File: src/rtl/flappy_pkg.sv
// Shared state encoding and default game constants for the flappy controller.
package flappy_pkg;

  typedef enum logic [1:0] {
    ST_IDLE = 2'b00,
    ST_PLAY = 2'b01,
    ST_DEAD = 2'b10
  } game_state_e;

  localparam int GRAVITY_DEF      = 1;
  localparam int FLAP_VEL_DEF     = -6;
  localparam int MAX_FALL_DEF     = 8;
  localparam int BIRD_Y_INIT_DEF  = 200;
  localparam int FLOOR_Y_DEF      = 450;
  localparam int COLUMN_PITCH_DEF = 160;
  localparam int SCROLL_WRAP_DEF  = 640;
  localparam int DEAD_HOLD_DEF    = 30;

endpackage

File: src/rtl/flappy_game_ctrl_edge_sync.sv
// Two-flop synchroniser plus registered rising-edge detector producing a one-cycle pulse.
module edge_sync (
  input  logic clk,
  input  logic reset,
  input  logic din,
  output logic pulse
);

  logic [2:0] sync_q;
  logic [1:0] valid_q;
  logic       armed_q;

  // A level already high when reset releases must not count as an edge:
  // edges are only accepted after a genuine low has come through the synchroniser.
  always_ff @(posedge clk or posedge reset) begin
    if (reset) begin
      sync_q  <= '0;
      valid_q <= '0;
      armed_q <= 1'b0;
      pulse   <= 1'b0;
    end else begin
      sync_q  <= {sync_q[1:0], din};
      valid_q <= {valid_q[0], 1'b1};
      if (valid_q[1] && !sync_q[1]) armed_q <= 1'b1;
      pulse   <= armed_q && sync_q[1] && !sync_q[2];
    end
  end

endmodule

File: src/rtl/flappy_game_ctrl.sv
// Flappy-bird game controller: frame-stepped bird physics, scrolling, scoring and game FSM.
// state | meaning
// IDLE  | bird parked at start height, waiting for a flap
// PLAY  | physics, scroll and score advance every frame
// DEAD  | outputs frozen, counting frames before a restart flap is accepted
module flappy_game_ctrl
  import flappy_pkg::*;
#(
  parameter int GRAVITY      = GRAVITY_DEF,
  parameter int FLAP_VEL     = FLAP_VEL_DEF,
  parameter int MAX_FALL     = MAX_FALL_DEF,
  parameter int BIRD_Y_INIT  = BIRD_Y_INIT_DEF,
  parameter int FLOOR_Y      = FLOOR_Y_DEF,
  parameter int COLUMN_PITCH = COLUMN_PITCH_DEF,
  parameter int SCROLL_WRAP  = SCROLL_WRAP_DEF,
  parameter int DEAD_HOLD    = DEAD_HOLD_DEF
) (
  input  logic       clk,
  input  logic       reset,
  input  logic       screenEnd,
  input  logic       flap,
  input  logic       hit,
  output logic [8:0] bird_y,
  output logic [9:0] scroll_x,
  output logic [7:0] score,
  output logic [1:0] state
);

  localparam logic signed [7:0]  GRAV_V      = 8'(GRAVITY);
  localparam logic signed [7:0]  MAX_FALL_V  = 8'(MAX_FALL);
  localparam logic signed [7:0]  FLAP_V      = 8'(FLAP_VEL);
  localparam logic signed [11:0] FLOOR_V     = 12'(FLOOR_Y);
  localparam logic [8:0]         FLOOR_Y9    = 9'(FLOOR_Y);
  localparam logic [8:0]         INIT_Y9     = 9'(BIRD_Y_INIT);
  localparam logic [9:0]         SCROLL_LAST = 10'(SCROLL_WRAP - 1);
  localparam logic [7:0]         PITCH_LAST  = 8'(COLUMN_PITCH - 1);
  localparam logic [7:0]         HOLD_V      = 8'(DEAD_HOLD);

  game_state_e       state_q, state_d;
  logic [8:0]        bird_y_q, bird_y_d;
  logic signed [5:0] vel_q, vel_d;
  logic [9:0]        scroll_q, scroll_d;
  logic [7:0]        pitch_q, pitch_d;
  logic [7:0]        score_q, score_d;
  logic [7:0]        dead_cnt_q, dead_cnt_d;
  logic              flap_pend_q, flap_pend_d;
  logic              hit_pend_q, hit_pend_d;
  logic              frame_tick, flap_evt;

  edge_sync u_frame_sync (.clk(clk), .reset(reset), .din(screenEnd), .pulse(frame_tick));
  edge_sync u_flap_sync  (.clk(clk), .reset(reset), .din(flap),      .pulse(flap_evt));

  logic signed [7:0]  vel_ext, vel_grav, vel_sel;
  logic signed [11:0] y_sum;
  logic               y_lo, y_hi, crash, pitch_wrap;
  logic [8:0]         y_next;
  logic signed [5:0]  vel_next;
  logic [9:0]         scroll_inc;
  logic [7:0]         pitch_inc, dead_inc;

  // Velocity and position worked in widened signed arithmetic, then clamped to the screen.
  assign vel_ext    = {{2{vel_q[5]}}, vel_q};
  assign vel_grav   = vel_ext + GRAV_V;
  assign vel_sel    = flap_pend_q ? FLAP_V : ((vel_grav > MAX_FALL_V) ? MAX_FALL_V : vel_grav);
  assign y_sum      = $signed({3'b000, bird_y_q}) + $signed({{4{vel_sel[7]}}, vel_sel});
  assign y_lo       = y_sum < 12'sd0;
  assign y_hi       = y_sum >= FLOOR_V;
  assign y_next     = y_lo ? 9'd0 : (y_hi ? FLOOR_Y9 : y_sum[8:0]);
  assign vel_next   = y_lo ? 6'sd0 : vel_sel[5:0];
  assign crash      = hit_pend_q || (y_next == FLOOR_Y9);
  assign scroll_inc = (scroll_q == SCROLL_LAST) ? 10'd0 : scroll_q + 10'd1;
  assign pitch_wrap = pitch_q == PITCH_LAST;
  assign pitch_inc  = pitch_wrap ? 8'd0 : pitch_q + 8'd1;
  assign dead_inc   = (dead_cnt_q == 8'hFF) ? 8'hFF : dead_cnt_q + 8'd1;

  always_comb begin
    state_d     = state_q;
    bird_y_d    = bird_y_q;
    vel_d       = vel_q;
    scroll_d    = scroll_q;
    pitch_d     = pitch_q;
    score_d     = score_q;
    dead_cnt_d  = dead_cnt_q;
    flap_pend_d = frame_tick ? flap_evt : (flap_pend_q | flap_evt);
    hit_pend_d  = frame_tick ? hit : (hit_pend_q | hit);
    case (state_q)
      ST_IDLE: begin
        if (frame_tick && flap_pend_q) begin
          state_d  = ST_PLAY;
          bird_y_d = y_next;
          vel_d    = vel_next;
          scroll_d = '0;
          pitch_d  = '0;
          score_d  = '0;
        end
      end
      ST_PLAY: begin
        if (frame_tick) begin
          bird_y_d = y_next;
          vel_d    = vel_next;
          scroll_d = scroll_inc;
          pitch_d  = pitch_inc;
          if (crash) begin
            state_d    = ST_DEAD;
            dead_cnt_d = '0;
          end else if (pitch_wrap && score_q != 8'hFF) begin
            score_d = score_q + 8'd1;
          end
        end
      end
      ST_DEAD: begin
        if (frame_tick) begin
          if (flap_pend_q && dead_inc >= HOLD_V) begin
            state_d  = ST_IDLE;
            bird_y_d = INIT_Y9;
            vel_d    = '0;
          end else begin
            dead_cnt_d = dead_inc;
          end
        end
      end
      default: begin
        state_d  = ST_IDLE;
        bird_y_d = INIT_Y9;
        vel_d    = '0;
      end
    endcase
  end

  always_ff @(posedge clk or posedge reset) begin
    if (reset) begin
      state_q     <= ST_IDLE;
      bird_y_q    <= INIT_Y9;
      vel_q       <= '0;
      scroll_q    <= '0;
      pitch_q     <= '0;
      score_q     <= '0;
      dead_cnt_q  <= '0;
      flap_pend_q <= 1'b0;
      hit_pend_q  <= 1'b0;
    end else begin
      state_q     <= state_d;
      bird_y_q    <= bird_y_d;
      vel_q       <= vel_d;
      scroll_q    <= scroll_d;
      pitch_q     <= pitch_d;
      score_q     <= score_d;
      dead_cnt_q  <= dead_cnt_d;
      flap_pend_q <= flap_pend_d;
      hit_pend_q  <= hit_pend_d;
    end
  end

  assign bird_y   = bird_y_q;
  assign scroll_x = scroll_q;
  assign score    = score_q;
  assign state    = state_q;

endmodule
File: config.mk
export PLATFORM = sky130hd
export DESIGN_NAME = flappy_game_ctrl
export DESIGN_NICKNAME = d
export VERILOG_FILES = /design/src/rtl/flappy_pkg.sv /design/src/rtl/flappy_game_ctrl_edge_sync.sv /design/src/rtl/flappy_game_ctrl.sv
export SDC_FILE = /design/constraint.sdc
export NUM_CORES = 1
export LEC_CHECK = 0
export BUFFER_PORTS_ARGS = -buffer_cell sky130_fd_sc_hd__buf_2
export CAP_MARGIN = 40
export CORE_MARGIN = 2
export CORE_UTILIZATION = 60
export CTS_CLUSTER_DIAMETER = 200
export DETAILED_ROUTE_END_ITERATION = 12
export PLACE_DENSITY = 0.78
export SLEW_MARGIN = 20
export SYNTH_ARGS = -nofsm -noshare
export SYNTH_HDL_FRONTEND = slang
export SYNTH_HIERARCHICAL = 1
export SYNTH_SLANG_ARGS = --single-unit
File: constraint.sdc
create_clock -name clk -period 5.74 [get_ports clk]
set_clock_uncertainty 0.05 [all_clocks]
set_input_delay 0.287 -clock clk [delete_from_list [all_inputs] [get_ports clk]]
set_output_delay 0.287 -clock clk [all_outputs]
set_load 0.02 [all_outputs]
After elaboration in Yosys (flattened, before gate mapping)
Cells that the tools add are included.
Widths: inputs -> output; s select.
{"block": "word_totals", "ff_bits": 67, "input_bits": 5, "output_inout_bits": 29}
{"block": "op_classes", "bitwise_logic": 2, "addsub": 6, "reduce_logical": 22, "n_lt_le_gt_ge": 4, "mux": 41, "n_eq_ne": 15}
{"cell": "$mux 8", "n": 13}
{"cell": "$mux 9", "n": 6}
{"cell": "$pmux 8 s2", "n": 3}
{"cell": "$mux 10", "n": 3}
{"cell": "$mux 6", "n": 5}
{"cell": "$pmux 9 s3", "n": 1}
{"cell": "$add 8x1->8 const B", "n": 3}
{"cell": "$pmux 10 s2", "n": 1}
{"cell": "$pmux 6 s3", "n": 1}
{"cell": "$eq 8x8->1 const B", "n": 2}
{"cell": "$reduce_and 5->1", "n": 3}
{"cell": "$ne 2x2->1 const B", "n": 6}
{"cell": "$add 10x8->11", "n": 1}
{"cell": "$ge 11x10->1 const B", "n": 1}
{"cell": "$lt 11x1->1 const B", "n": 1}
{"cell": "$add 10x1->10 const B", "n": 1}
{"cell": "$eq 10x10->1 const B", "n": 1}
{"cell": "$mux 2", "n": 5}
{"cell": "$eq 9x9->1 const B", "n": 1}
{"cell": "$logic_and 1x1->1", "n": 9}
{"cell": "$ge 8x5->1 const B", "n": 1}
{"cell": "$ne 8x8->1 const B", "n": 1}
{"cell": "$add 6x2->7 const B", "n": 1}
{"cell": "$gt 7x5->1 const B", "n": 1}
{"cell": "other kinds (12)", "n": 19}

Depth between registers and ports, before layout
{"block": "depth", "word_depth": 13, "ltp_mapped": 19, "mapped_depth_nobuf": 18}

Cells and area by module
Netlist, hierarchy kept.
{"mod": "flappy_game_ctrl", "cells_each": 419, "area_per_inst_um2": 3636.0, "seq_area_each_um2": 1330.0, "instances": 1}
{"mod": "edge_sync", "cells_each": 12, "area_per_inst_um2": 206.4, "seq_area_each_um2": 175.2, "instances": 2}

Least setup slack after synthesis
No wires, ideal clock.
{"block": "synth_timing", "path_type": "register -> register", "startpoint": "reg vel_q[0]", "endpoint": "reg dead_cnt_q[0]", "t_required_ns": 5.565, "setup_slack_ns": 1.606, "setup_ns": 0.125, "stages_incl_launch_ff": 20, "t_arrival_ns": 3.959, "cell_sequence": "dfrtp_1 ha_1 buf_2 nor4b_1 a31oi_1 a21oi_1 o32ai_1 nor3_1 ha_1 inv_1 fa_1 nand2b_1 a21oi_1 or4_1 a31oi_1 xnor2_1 o211ai_4 and2_1 buf_6 mux2_4"}
{"block": "synth_via", "elab_chain_cells": 12, "word_cells_on_any_way": 13, "cone_classes": "add/sub: 2; order compare: 3; eq/ne: 2; mux: 4; reduce/logical: 2"}
{"element": "start: declaration", "line_no": "flappy_game_ctrl.sv:41", "rtl": "logic signed [5:0] vel_q, vel_d;"}
{"element": "start signal: assignment", "line_no": "flappy_game_ctrl.sv:144", "rtl": "vel_q <= vel_d;"}
{"element": "$add 6x2->7 (*)", "line_no": "flappy_game_ctrl.sv:63", "rtl": "assign vel_grav = vel_ext + GRAV_V;"}
{"element": "$gt 7x5->1", "line_no": "flappy_game_ctrl.sv:64", "rtl": "assign vel_sel = flap_pend_q ? FLAP_V : ((vel_grav > MAX_FALL_V) ? MAX_FALL_V : vel_grav);"}
{"element": "$mux 8 (*) (2 in series)", "line_no": "flappy_game_ctrl.sv:64"}
{"element": "$add 10x8->11 (*)", "line_no": "flappy_game_ctrl.sv:65", "rtl": "assign y_sum = $signed({3'b000, bird_y_q}) + $signed({{4{vel_sel[7]}}, vel_sel});"}
{"element": "$ge 11x10->1", "line_no": "flappy_game_ctrl.sv:67", "rtl": "assign y_hi = y_sum >= FLOOR_V;"}
{"element": "$mux 9", "line_no": "flappy_game_ctrl.sv:68", "rtl": "assign y_next = y_lo ? 9'd0 : (y_hi ? FLOOR_Y9 : y_sum[8:0]);"}
{"element": "$mux 9 (*)", "line_no": "flappy_game_ctrl.sv:68"}
{"element": "$eq 9x9->1 (*)", "line_no": "flappy_game_ctrl.sv:70", "rtl": "assign crash = hit_pend_q || (y_next == FLOOR_Y9);"}
{"element": "$logic_or 1x1->1 (*)", "line_no": "flappy_game_ctrl.sv:70"}
{"element": "$ne 2x2->1 (no line) (*)"}
{"element": "$reduce_and 5->1 (no line) (*)"}
{"element": "end signal: assignment", "line_no": "flappy_game_ctrl.sv:148", "rtl": "dead_cnt_q <= dead_cnt_d;"}
{"element": "end: declaration", "line_no": "flappy_game_ctrl.sv:45", "rtl": "logic [7:0] dead_cnt_q, dead_cnt_d;"}
Every way passes the cells marked *; elsewhere a longest branch is shown, timed or not.
A chain may end at the register's enable or synchronous reset.

Worst setup path in the final report
{"block": "layout_timing", "startpoint": "reg vel_q[0]", "endpoint": "reg dead_cnt_q[1]"}
Same word-level chain as after synthesis.

==> metrics.cfg <==
[status]
status=finished clean

[critical_path]
crit_path_max_fanout=8
critical-path-slowest-cell=dfrtp_1
critPathRequiredTime_ps=5930
cp_cell_sequence=ha_1 > a21oi_1 > o32ai_1 > a31oi_1 > a21oi_1 > o32ai_1 > inv_1 > a21oi_1 > inv_1 > ha_1 > a21o_1 > a221oi_4 > xnor2_1 > nor4_2 > nor4_4 > o211ai_4 > and2_1 > mux2_4
arrival_ps=4880
worst_path_most_repeated_cell=a21oi_1
cp_top_family=compound AO/OA/AOI/OAI gates
crit_end=dead_cnt_q[1]
reg2reg_slack_ps=1050
critPathKind=register to register
crit_cells=18
crit_path_max_incr_delay_ps=460
worstSetupStartpoint=vel_q[0]
timing.rr.end=dead_cnt_q[1]
path_buf_inv=2
worstSetupEndpointType=register
worst_setup_path_start_kind=register
r2r_start=vel_q[0]
reg2reg_depth=18

[pwr]
p_per_area_nw_per_um2=434
leakage_nw=2.15
pwr-share-seq_pct=33.5
power.switching_mw=0.869
switching_share_pct=44.6
p_comb_share_pct=45.3
power_frac_clock_pct=21.2
intPower_mw=1.08
peakVddDrop_mv=0.250

[global_route]
grt_max_degree=54
grt_pass1_wl_um=15000
antenna_found_initial=0
gr-total-overflow=0
grt.total_usage_pct=25.7
grt_pass1_vias=3126

[sta]
max_freq_mhz=213
hold_slack_ps=90.9
finalCriticalPeriod_ps=4690
relSlewSlack_pct=51.4
setup-tns-final_ps=0
worst_pin_slew_ps=726
worst_slack_ps=1050
post-route-period-util_pct=81.7
setup_viol=0
hold_viol=0
slew_violations=0
rsz0062_at_grt=false

[logic_synthesis]
syn_avg_cell_area_um2=9.14
yosysSeqAreaShare_pct=41.5
synth-edff-count=0
synthCells=443
async_flop_share_pct=100
synth_area_um2=4050
syn_nets=465
ys_types=60
yosys_warnings=6
synth_seq_cells=67
ys.flop_type=dfrtp_1

[route]
drt_iter0_drc=230
vias=3533
viasPerCell=6.35
dr.pass1.iters=5
wl_per_cell_um=16.3
wl_um=9080
drc_errors=0
drtAntennaViolNets=0

[cts]
cts.clk_slew.worst_paths_ps=90
clockRootBuffer=clkbuf_8
cts-buffers-inserted=9
cts_tree=done
h-tree-depth=3
ctsResizeCount=0
clockBufferDepth=2
clk_latency_ps=340
cts_setup_buffers=0
cts.sinks=67

[place]
io_buffers=33
place_area_um2=4250
hpwl_um=6480
place_ws_ps=1110
gp_congestion=0.931

[die]
die_y_um=86.1
die_w_um=86.1
dieArea_um2=7420
coreArea_um2=6420
num_io_pins=34
rows=29
start_util_pct=63.0

[hold_path]
hold_path_class=input pin to register

[cells_and_area]
synthToLayoutAreaGrowth_pct=10.9
stdcell_area_um2=4490
n_fill_cell=487
layout_commonest_cell=dfrtp_1
insertedDiodeCount=0
layout-drive-gt1-share_pct=15.9
mostFrequentLayoutCells=dfrtp_1 (64), nand2_1 (49), buf_2 (33), a21oi_1 (29), nor2_1 (27)
final_nets=496

[run]
drv_cap=0

-- Yosys cell counts, types with 2 or more instances --
cell       n  area (µm²)
or4_1      3        22.5
o32ai_1    2        17.5
nand2b_1   4        25.0
a21oi_1   29         145
dfstp_2    3        78.8
and3_1    12        75.1
and2_1     3        18.8
mux2i_1    7        70.1
o211ai_1   3        22.5
nand4_1    9        56.3
a21o_1    15         113
o21ai_0   23         115
o21bai_1   2        15.0
ha_1      16         200
o31ai_1    2        15.0
a31oi_1   11        68.8
xnor2_1    6        52.6
nor4b_1    2        17.5
buf_2      5        25.0
nand3_1   20         100
clkbuf_1  14        52.6
conb_1     2        7.51
a211o_1    2        17.5
mux2_4     2        30.0
a21boi_0   3        22.5
a22o_1    17         149
o21ai_1    4        20.0
o22a_1     7        61.3
nand2_1   49         184
or3_1      2        12.5
nor2b_1    3        18.8
dfrtp_1   64        1600
inv_1     23        86.3
or2_2      6        37.5
nor2_1    27         101
nor3_1    11        55.1
nor3b_2    2        25.0
xor2_1     6        52.6
-- routing by layer --
| metal | global-route usage [%] | vias up | share of wire, % |
|---|---|---|---|
| met4 | 13.1 | 0 | 3.5 |
| met5 | 0 | - | 0 |
| li1 | - | 1672 | - |
| met1 | 35.7 | 1692 | 44 |
| met3 | 3.85 | 26 | 6.3 |
| met2 | 39.3 | 143 | 46 |
-- through the flow --
step           util [%]  total power [mW]  std cells
6_report           69.9              1.95        556
5_1_grt            69.9              2.07        556
4_1_cts            69.9              1.94        556
3_5_place_dp       66.2              1.52        537
3_3_place_gp       66.1              1.50        536
2_1_floorplan         -              1.32        443
-- sequential cells by signal, summed over array words and instances (netlist names) --
register / flops
state: 2
dead_cnt_q: 8
bird_y: 9
flap_pend_q: 1
u_flap_sync/pulse: 1
u_flap_sync/armed_q: 1
u_frame_sync/valid_q: 2
scroll_x: 10
u_flap_sync/sync_q: 3
pitch_q: 8
score: 8
vel_q: 6
u_frame_sync/armed_q: 1
u_frame_sync/pulse: 1
u_frame_sync/sync_q: 3
hit_pend_q: 1
u_flap_sync/valid_q: 2
-- how the worst min path moves through the flow --
stage	from	slack (ps)	cells past startpoint	to
after floorplan	reset	40	1	u_flap_sync/armed_q
after global placement	reset	190	2	u_frame_sync/valid_q[0]
after detailed placement	reset	200	2	u_flap_sync/sync_q[2]
after CTS	hit	80	2	hit_pend_q
after global routing	hit	90	2	hit_pend_q
final	hit	90	2	hit_pend_q
-- power by group through the flow --
stage	sequential, mW	clock, mW	combinational [mW]
after floorplan	0.653	0	0.664
after global placement	0.653	0	0.842
after detailed placement	0.659	0	0.865
after CTS	0.649	0.422	0.870
after global routing	0.664	0.437	0.973
final	0.652	0.413	0.883
-- repair_timing --
item	4_1_cts	5_1_grt
setup endpoints to repair	0	0
hold buffers	3	0
endpoints found under the hold margin	16	0
-- kinds of logic after synthesis --
family	count (synthesis)	share of synthesized area [%]
fa+ha+maj	17	5.44
simple gates	160	20.4
flops	67	41.5
mux	9	2.47
buf+inv	43	4.33
other cells	2	0.185
xor+xnor	12	2.60
compound gates	133	23.1
-- layout make-up --
class	instances	area (µm²)	share of cell area [%]
Sequential cell	67	1680	37.4
Tap cell	77	96.3	2.15
Timing Repair Buffer	40	225	5.02
Clock inverter	7	83.8	1.87
Multi-Input combinational cell	333	2190	48.9
Clock buffer	9	124	2.76
Inverter	23	86.3	1.92
Power figures use the tool's default switching activity.
